$ cat src/rtl/iob_cache_front_end_q_pkg.sv
// rtl/iob_cache_front_end_q_pkg.sv - shared widths and helpers for the queued cache front end
// Purpose: holds the control-address width and the byte/word width derivations
//          used by iob_cache_front_end_q and iob_cache_req_fifo.
// Ports: none (package).
package iob_cache_front_end_q_pkg;

  // Word-address bits forwarded to the cache-control block.
  localparam int CTRL_ADDR_W = 4;

  function automatic int fe_nbytes(input int data_w);
    return data_w / 8;
  endfunction

  function automatic int fe_byte_w(input int data_w);
    return $clog2(data_w / 8);
  endfunction

  // Index width that never collapses to zero bits for a single entry.
  function automatic int idx_w(input int n);
    return (n > 1) ? $clog2(n) : 1;
  endfunction

  function automatic logic [3:0] popcount8(input logic [7:0] v);
    logic [3:0] c;
    c = 4'd0;
    for (int i = 0; i < 8; i++) begin
      c = c + {3'b000, v[i]};
    end
    return c;
  endfunction

endpackage

$ cat src/rtl/iob_cache_req_fifo.sv
// rtl/iob_cache_req_fifo.sv - request FIFO with registered storage and occupancy level
// Purpose: DEPTH-entry FIFO holding packed CPU requests; head is read combinationally.
// Ports:
//   clk, reset        clock, asynchronous active-high reset
//   push, push_data   write an entry (ignored when full)
//   pop               drop the head entry (ignored when empty)
//   head_data         current head entry
//   full, empty       occupancy flags
//   level             number of stored entries
module iob_cache_req_fifo
  import iob_cache_front_end_q_pkg::*;
#(
  parameter int WIDTH = 8,
  parameter int DEPTH = 2,
  localparam int PTR_W = $clog2(DEPTH),
  localparam int LVL_W = PTR_W + 1
) (
  input  logic             clk,
  input  logic             reset,
  input  logic             push,
  input  logic [WIDTH-1:0] push_data,
  input  logic             pop,
  output logic [WIDTH-1:0] head_data,
  output logic             full,
  output logic             empty,
  output logic [LVL_W-1:0] level
);

  logic [WIDTH-1:0] mem [DEPTH];
  logic [PTR_W-1:0] rd_ptr;
  logic [PTR_W-1:0] wr_ptr;
  logic [LVL_W-1:0] cnt;
  logic             do_push;
  logic             do_pop;

  assign full      = (cnt == LVL_W'(DEPTH));
  assign empty     = (cnt == '0);
  assign level     = cnt;
  assign do_push   = push & ~full;
  assign do_pop    = pop & ~empty;
  assign head_data = mem[rd_ptr];

  // Storage needs no reset: the head is only observed while non-empty.
  always_ff @(posedge clk) begin
    if (do_push) begin
      mem[wr_ptr] <= push_data;
    end
  end

  // DEPTH is a power of two, so the pointers wrap naturally.
  always_ff @(posedge clk or posedge reset) begin
    if (reset) begin
      rd_ptr <= '0;
      wr_ptr <= '0;
      cnt    <= '0;
    end else begin
      if (do_push) wr_ptr <= wr_ptr + 1'b1;
      if (do_pop)  rd_ptr <= rd_ptr + 1'b1;
      unique case ({do_push, do_pop})
        2'b10:   cnt <= cnt + 1'b1;
        2'b01:   cnt <= cnt - 1'b1;
        default: ;
      endcase
    end
  end

endmodule

$ cat src/rtl/iob_cache_front_end_q.sv
// rtl/iob_cache_front_end_q.sv - queued cache front end with read watchpoints
// Purpose: queues CPU requests, presents the head to cache-memory or cache-control,
//          returns in-order responses and counts watchpoint hits on completed reads.
// Ports:
//   clk, reset                          clock, asynchronous active-high reset
//   req_valid/addr/wdata/wstrb, req_ready   CPU request (wstrb==0 is a read)
//   rsp_valid, rsp_rdata                completion pulse and read data
//   data_valid/addr/wdata/wstrb, data_rdata, data_ready   cache-memory back end
//   ctrl_valid/addr, ctrl_rdata, ctrl_ready               cache-control back end
//   watch_we/sel/en_in/addr_in/data_in  watchpoint programming
//   watch_hit, watch_cnt                registered hit pulses, saturating hit count
module iob_cache_front_end_q
  import iob_cache_front_end_q_pkg::*;
#(
  parameter int FE_ADDR_W  = 32,
  parameter int FE_DATA_W  = 32,
  parameter int CTRL_CACHE = 0,
  parameter int DEPTH      = 2,
  parameter int N_WATCH    = 4,
  localparam int FE_NBYTES = fe_nbytes(FE_DATA_W),
  localparam int FE_BYTE_W = fe_byte_w(FE_DATA_W),
  localparam int WADDR_W   = FE_ADDR_W - FE_BYTE_W,
  localparam int SEL_W     = idx_w(N_WATCH)
) (
  input  logic                             clk,
  input  logic                             reset,
  input  logic                             req_valid,
  input  logic [CTRL_CACHE+FE_ADDR_W-1:0]  req_addr,
  input  logic [FE_DATA_W-1:0]             req_wdata,
  input  logic [FE_NBYTES-1:0]             req_wstrb,
  output logic                             req_ready,
  output logic                             rsp_valid,
  output logic [FE_DATA_W-1:0]             rsp_rdata,
  output logic                             data_valid,
  output logic [WADDR_W-1:0]               data_addr,
  output logic [FE_DATA_W-1:0]             data_wdata,
  output logic [FE_NBYTES-1:0]             data_wstrb,
  input  logic [FE_DATA_W-1:0]             data_rdata,
  input  logic                             data_ready,
  output logic                             ctrl_valid,
  output logic [CTRL_ADDR_W-1:0]           ctrl_addr,
  input  logic [FE_DATA_W-1:0]             ctrl_rdata,
  input  logic                             ctrl_ready,
  input  logic                             watch_we,
  input  logic [SEL_W-1:0]                 watch_sel,
  input  logic                             watch_en_in,
  input  logic [WADDR_W-1:0]               watch_addr_in,
  input  logic [FE_DATA_W-1:0]             watch_data_in,
  output logic [N_WATCH-1:0]               watch_hit,
  output logic [7:0]                       watch_cnt
);

  localparam int ENT_W = 1 + WADDR_W + FE_DATA_W + FE_NBYTES;
  localparam int LVL_W = $clog2(DEPTH) + 1;

  logic                 req_sel;
  logic                 push;
  logic                 pop;
  logic                 full;
  logic                 empty;
  logic [LVL_W-1:0]     fifo_level;
  logic [ENT_W-1:0]     push_data;
  logic [ENT_W-1:0]     head_data;
  logic                 head_valid;
  logic                 head_sel;
  logic [WADDR_W-1:0]   head_addr;
  logic [FE_DATA_W-1:0] head_wdata;
  logic [FE_NBYTES-1:0] head_wstrb;
  logic                 unused_sink;

  generate
    if (CTRL_CACHE != 0) begin : g_sel
      assign req_sel = req_addr[FE_ADDR_W];
    end else begin : g_nosel
      assign req_sel = 1'b0;
    end
  endgenerate

  // Full blocks acceptance outright, even if the head pops this cycle.
  assign req_ready = ~full;
  assign push      = req_valid & ~full;
  assign push_data = {req_sel, req_addr[FE_ADDR_W-1:FE_BYTE_W], req_wdata, req_wstrb};

  iob_cache_req_fifo #(
    .WIDTH (ENT_W),
    .DEPTH (DEPTH)
  ) u_req_fifo (
    .clk       (clk),
    .reset     (reset),
    .push      (push),
    .push_data (push_data),
    .pop       (pop),
    .head_data (head_data),
    .full      (full),
    .empty     (empty),
    .level     (fifo_level)
  );

  assign {head_sel, head_addr, head_wdata, head_wstrb} = head_data;
  assign head_valid = ~empty;

  assign data_valid = head_valid & ~head_sel;
  assign ctrl_valid = head_valid & head_sel;
  assign pop        = (data_valid & data_ready) | (ctrl_valid & ctrl_ready);

  // Head fields read as zero while the queue is empty.
  assign data_addr  = head_valid ? head_addr  : '0;
  assign data_wdata = head_valid ? head_wdata : '0;
  assign data_wstrb = head_valid ? head_wstrb : '0;

  generate
    if (CTRL_CACHE != 0) begin : g_ctrl_addr
      assign ctrl_addr = head_valid ? head_addr[CTRL_ADDR_W-1:0] : '0;
    end else begin : g_no_ctrl_addr
      assign ctrl_addr = '0;
    end
  endgenerate

  assign rsp_valid = pop;
  assign rsp_rdata = pop ? (head_sel ? ctrl_rdata : data_rdata) : '0;

  assign unused_sink = ^{req_addr[FE_BYTE_W-1:0], fifo_level};

  // Watchpoint table
  logic [N_WATCH-1:0]   wp_en;
  logic [WADDR_W-1:0]   wp_addr [N_WATCH];
  logic [FE_DATA_W-1:0] wp_data [N_WATCH];
  logic [N_WATCH-1:0]   hit_now;
  logic                 rd_pop;
  logic [8:0]           cnt_sum;

  // Only completed cache-memory reads are candidates.
  assign rd_pop = pop & ~head_sel & (head_wstrb == '0);

  always_comb begin
    hit_now = '0;
    for (int i = 0; i < N_WATCH; i++) begin
      hit_now[i] = rd_pop & wp_en[i] & (head_addr == wp_addr[i]) & (data_rdata == wp_data[i]);
    end
  end

  assign cnt_sum = {1'b0, watch_cnt} + {5'd0, popcount8(8'(hit_now))};

  // Table writes land on the edge, so a same-cycle compare sees the old entry.
  always_ff @(posedge clk or posedge reset) begin
    if (reset) begin
      wp_en <= '0;
      for (int i = 0; i < N_WATCH; i++) begin
        wp_addr[i] <= '0;
        wp_data[i] <= '0;
      end
    end else if (watch_we && (int'(watch_sel) < N_WATCH)) begin
      wp_en[watch_sel]   <= watch_en_in;
      wp_addr[watch_sel] <= watch_addr_in;
      wp_data[watch_sel] <= watch_data_in;
    end
  end

  always_ff @(posedge clk or posedge reset) begin
    if (reset) begin
      watch_hit <= '0;
      watch_cnt <= '0;
    end else begin
      watch_hit <= hit_now;
      watch_cnt <= cnt_sum[8] ? 8'hFF : cnt_sum[7:0];
    end
  end

endmodule

$ cat config.mk
export PLATFORM = sky130hd
export DESIGN_NAME = iob_cache_front_end_q
export DESIGN_NICKNAME = d
export VERILOG_FILES = /design/src/rtl/iob_cache_front_end_q_pkg.sv /design/src/rtl/iob_cache_req_fifo.sv /design/src/rtl/iob_cache_front_end_q.sv
export SDC_FILE = /design/constraint.sdc
export NUM_CORES = 1
export LEC_CHECK = 0
export CORE_UTILIZATION = 45
export CTS_CLUSTER_SIZE = 30
export DETAILED_ROUTE_END_ITERATION = 8
export PLACE_DENSITY_LB_ADDON = 0.1
export RECOVER_POWER = 25
export SKIP_LAST_GASP = 1
export SLEW_MARGIN = 20
export SYNTH_ARGS = -nofsm -noshare
export SYNTH_HDL_FRONTEND = slang
export SYNTH_SLANG_ARGS = --single-unit
$ cat constraint.sdc
create_clock -name clk -period 12.4 [get_ports clk]
set_clock_uncertainty 0.2 [all_clocks]
set_input_delay 3.72 -clock clk [delete_from_list [all_inputs] [get_ports clk]]
set_output_delay 3.72 -clock clk [all_outputs]
set_load 0.005 [all_outputs]
==> qor.yml <==
detailed_routing:
  drcViolationCount: 0
  wire_per_inst_um: 22.10
  first_pass_iters: 5
  via_per_inst: 5.202
  drt_wl_total_um: 47070
  drt_iter0_markers: 604
  antenna_left: 0
  vias: 11080
setup_path:
  path_cells: "clkbuf_1, and2_1, clkdlybuf4s50_1"
  crit_start: "data_ready"
  crit_type: "input port to output pin"
  worst-path-buf-inv: 2
  cp-start-kind: "input port"
  slowest_delay_ns: 0.97
  path_max_fanout: 34
  arrival_ns: 5.63
  crit_cells: 3
  reg2reg_to: "watch_cnt[1]"
  path_delay_family: "buffers and inverters"
  regToRegSetupSlack_ns: 6.24
  r2r_cells: 14
  cpMaxStageDelayCell: "clkbuf_1"
  end_kind: "output pin"
  cp.required_ns: 8.48
  critPathCapture: "rsp_valid"
  crit-reg2reg-launch: "u_req_fifo.rd_ptr"
clock_tree:
  cts_sinks: 400
  clockBufferDepth: 3
  h-tree-depth: 2
  clk_latency_ns: 0.57
  postCtsSetupBuffers: 0
  ctsResizeCount: 0
  cts-root-buf: "clkbuf_16"
  hold_buffers: 0
  numCtsBuffers: 44
  cts_tree: "built"
  clkTransAtPathRegs_ns: 0.06
min_path:
  hold_path.class: "flip-flop to flip-flop"
sta:
  final.setup.tns_ns: 0
  max_slew_margin_pct: 8.852
  rsz0062_at_grt: "no"
  hold_viol: 0
  clock.fmax_mhz: 104.7
  period_share_pct: 77.03
  worst_slack_ns: 2.848
  tightest_slew_ns: 1.367
  layout_min_cycle_time_ns: 9.552
  setup_violations: 0
  finalMaxSlewViolations: 0
placement:
  place_area_um2: 21540
  io_buffers: 280
  dp_hpwl_um: 32500
  globalplace.congestion: 0.8201
  dp_slack_ns: 2.588
grt:
  track_usage_pct: 23.24
  antenna_found_initial: 3
  grt_pass1_vias: 11630
  grt-ovfl-total: 0
  grt_pass1_wl_um: 71320
  grt_max_degree: 148
pwr:
  p_total_mw: 4.563
  vdd_ir_drop_max_uv: 160.9
  p_per_area_nw_per_um2: 199.1
  power_leakage_nw: 8.909
layout:
  drive_above_1_share_pct: 22.38
  nets: 1776
  layout_common_cells: "267 x dfrtp_1, 250 x mux2_2, 211 x clkdlybuf4s50_1"
  multi_input_area_um2: 7282
  nFillCells: 3350
  fin_area_um2: 22920
  seqCellArea_um2: 10670
  area_growth_pct: 25.07
  final_common_cell: "dfrtp_1"
  fin_util_pct: 57.42
floorplan:
  die_area_um2: 41530
  pin_count: 321
  coreArea_um2: 39910
  std_cell_rows: 73
  die_h_um: 203.8
  initial_core_util_pct: 45.91
  die_w_um: 203.8
synthesis:
  syn-instance-count: 1311
  synth.top_cell.area_share_pct: 36.60
  yosysSeqAreaShare_pct: 58.23
  synth.avg_cell_area_um2: 13.98
  synth_seq_cells: 400
  synth_top_area_cell: "dfrtp_1"
  synth_area_um2: 18330
  ys_warn_count: 0
  netlist_top_cells_area: "dfrtp_1 37%, edfxtp_1 22%, mux2_2 15%"
  yosysUniqueCellTypes: 42
job:
  maxCapViolCount: 0
run_status:
  status: "finished clean"
state kept, by name, indices dropped and copies added (netlist names):
register	flops
u_req_fifo.wr_ptr	1
wp_addr	120
wp_data	128
wp_en	4
u_req_fifo.level	2
watch_cnt	8
watch_hit	4
u_req_fifo.mem	132
u_req_fifo.rd_ptr	1
report_power, final:
part	total, mW	internal, mW	switching [mW]
Combinational	1.50	0.779	0.720
Clock	1.25	0.724	0.524
Sequential	1.82	1.65	0.165
Total	4.56	3.15	1.41
worst min-delay path by stage:
stage,to,slack [ns],cells after the start,from
floorplan,u_req_fifo.wr_ptr,0.26,1,u_req_fifo.wr_ptr
global placement,wp_en[3],0.29,1,wp_en[3]
detailed placement,wp_en[3],0.30,1,wp_en[3]
CTS,wp_en[3],0.31,1,wp_en[3]
global route,wp_data[23],0.33,1,wp_data[23]
finish,wp_en[3],0.31,1,wp_en[3]
cell type report:
cell class                 count  share of cell area [%]
antenna                        1                 0.01092
clock buffer                  70                   5.716
clock inverter                12                  0.2839
inverter                      12                  0.2511
multi-input combinational    820                   31.77
sequential                   400                   46.57
tap                          525                   2.866
timing repair buffer         290                   12.53
kinds of logic (layout without fill, tap and decap cells):
| kind of cell | Yosys count | count (layout) | share of synthesized area, % |
|---|---|---|---|
| flops | 400 | 400 | 58.23 |
| mux | 316 | 316 | 19.96 |
| xor+xnor | 244 | 244 | 11.66 |
| simple gates | 234 | 234 | 6.753 |
| buf+inv | 95 | 384 | 2.260 |
| compound gates | 16 | 16 | 0.6486 |
| fa+ha+maj | 5 | 5 | 0.4643 |
| other cells | 1 | 6 | 0.02046 |
synth_stat cells:
library cell  number
a221oi_1           1
o2111ai_1          4
a222oi_1           1
inv_1             12
mux2i_1           36
buf_6              2
nand3_1           11
nand2b_1          14
nor3b_1            1
o22ai_1            2
nor3_1             8
xor2_1            71
or4b_1             1
and3_1            33
nand2_1           14
buf_4              6
mux2i_4            8
xnor2_1          173
fa_1               3
a21oi_1            1
o21ai_0            3
nor4_1            42
and2_1             3
buf_2              3
dfrtp_1          268
nand3b_1           2
conb_1             1
o211a_1            1
or4_1              4
a211oi_1           1
or3_1              1
mux2_2           250
a21o_1             1
ha_1               2
nand4_1           28
mux2i_2           22
buf_1             10
buf_12             1
a22oi_1            1
clkbuf_1          61
edfxtp_1         132
nor2_1            72
stage by stage:
| step | hold WS [ns] | cells |
|---|---|---|
| 6_report | 0.3101 | 2130 |
| 5_1_grt | 0.3328 | 2130 |
| 4_1_cts | 0.3124 | 2129 |
| 3_5_place_dp | 0.2972 | 2047 |
| 3_3_place_gp | 0.2890 | 2047 |
| 2_1_floorplan | 0.2608 | 1315 |
layer usage:
layer	vias up	track usage, %	share of wire (%)
met1	5576	31.11	44
met4	4	8.217	2.9
met2	259	38.11	48
li1	5160	-	-
met5	-	0	0.068
met3	81	3.867	4.4
No activity file was read; power rests on OpenSTA's default activity.
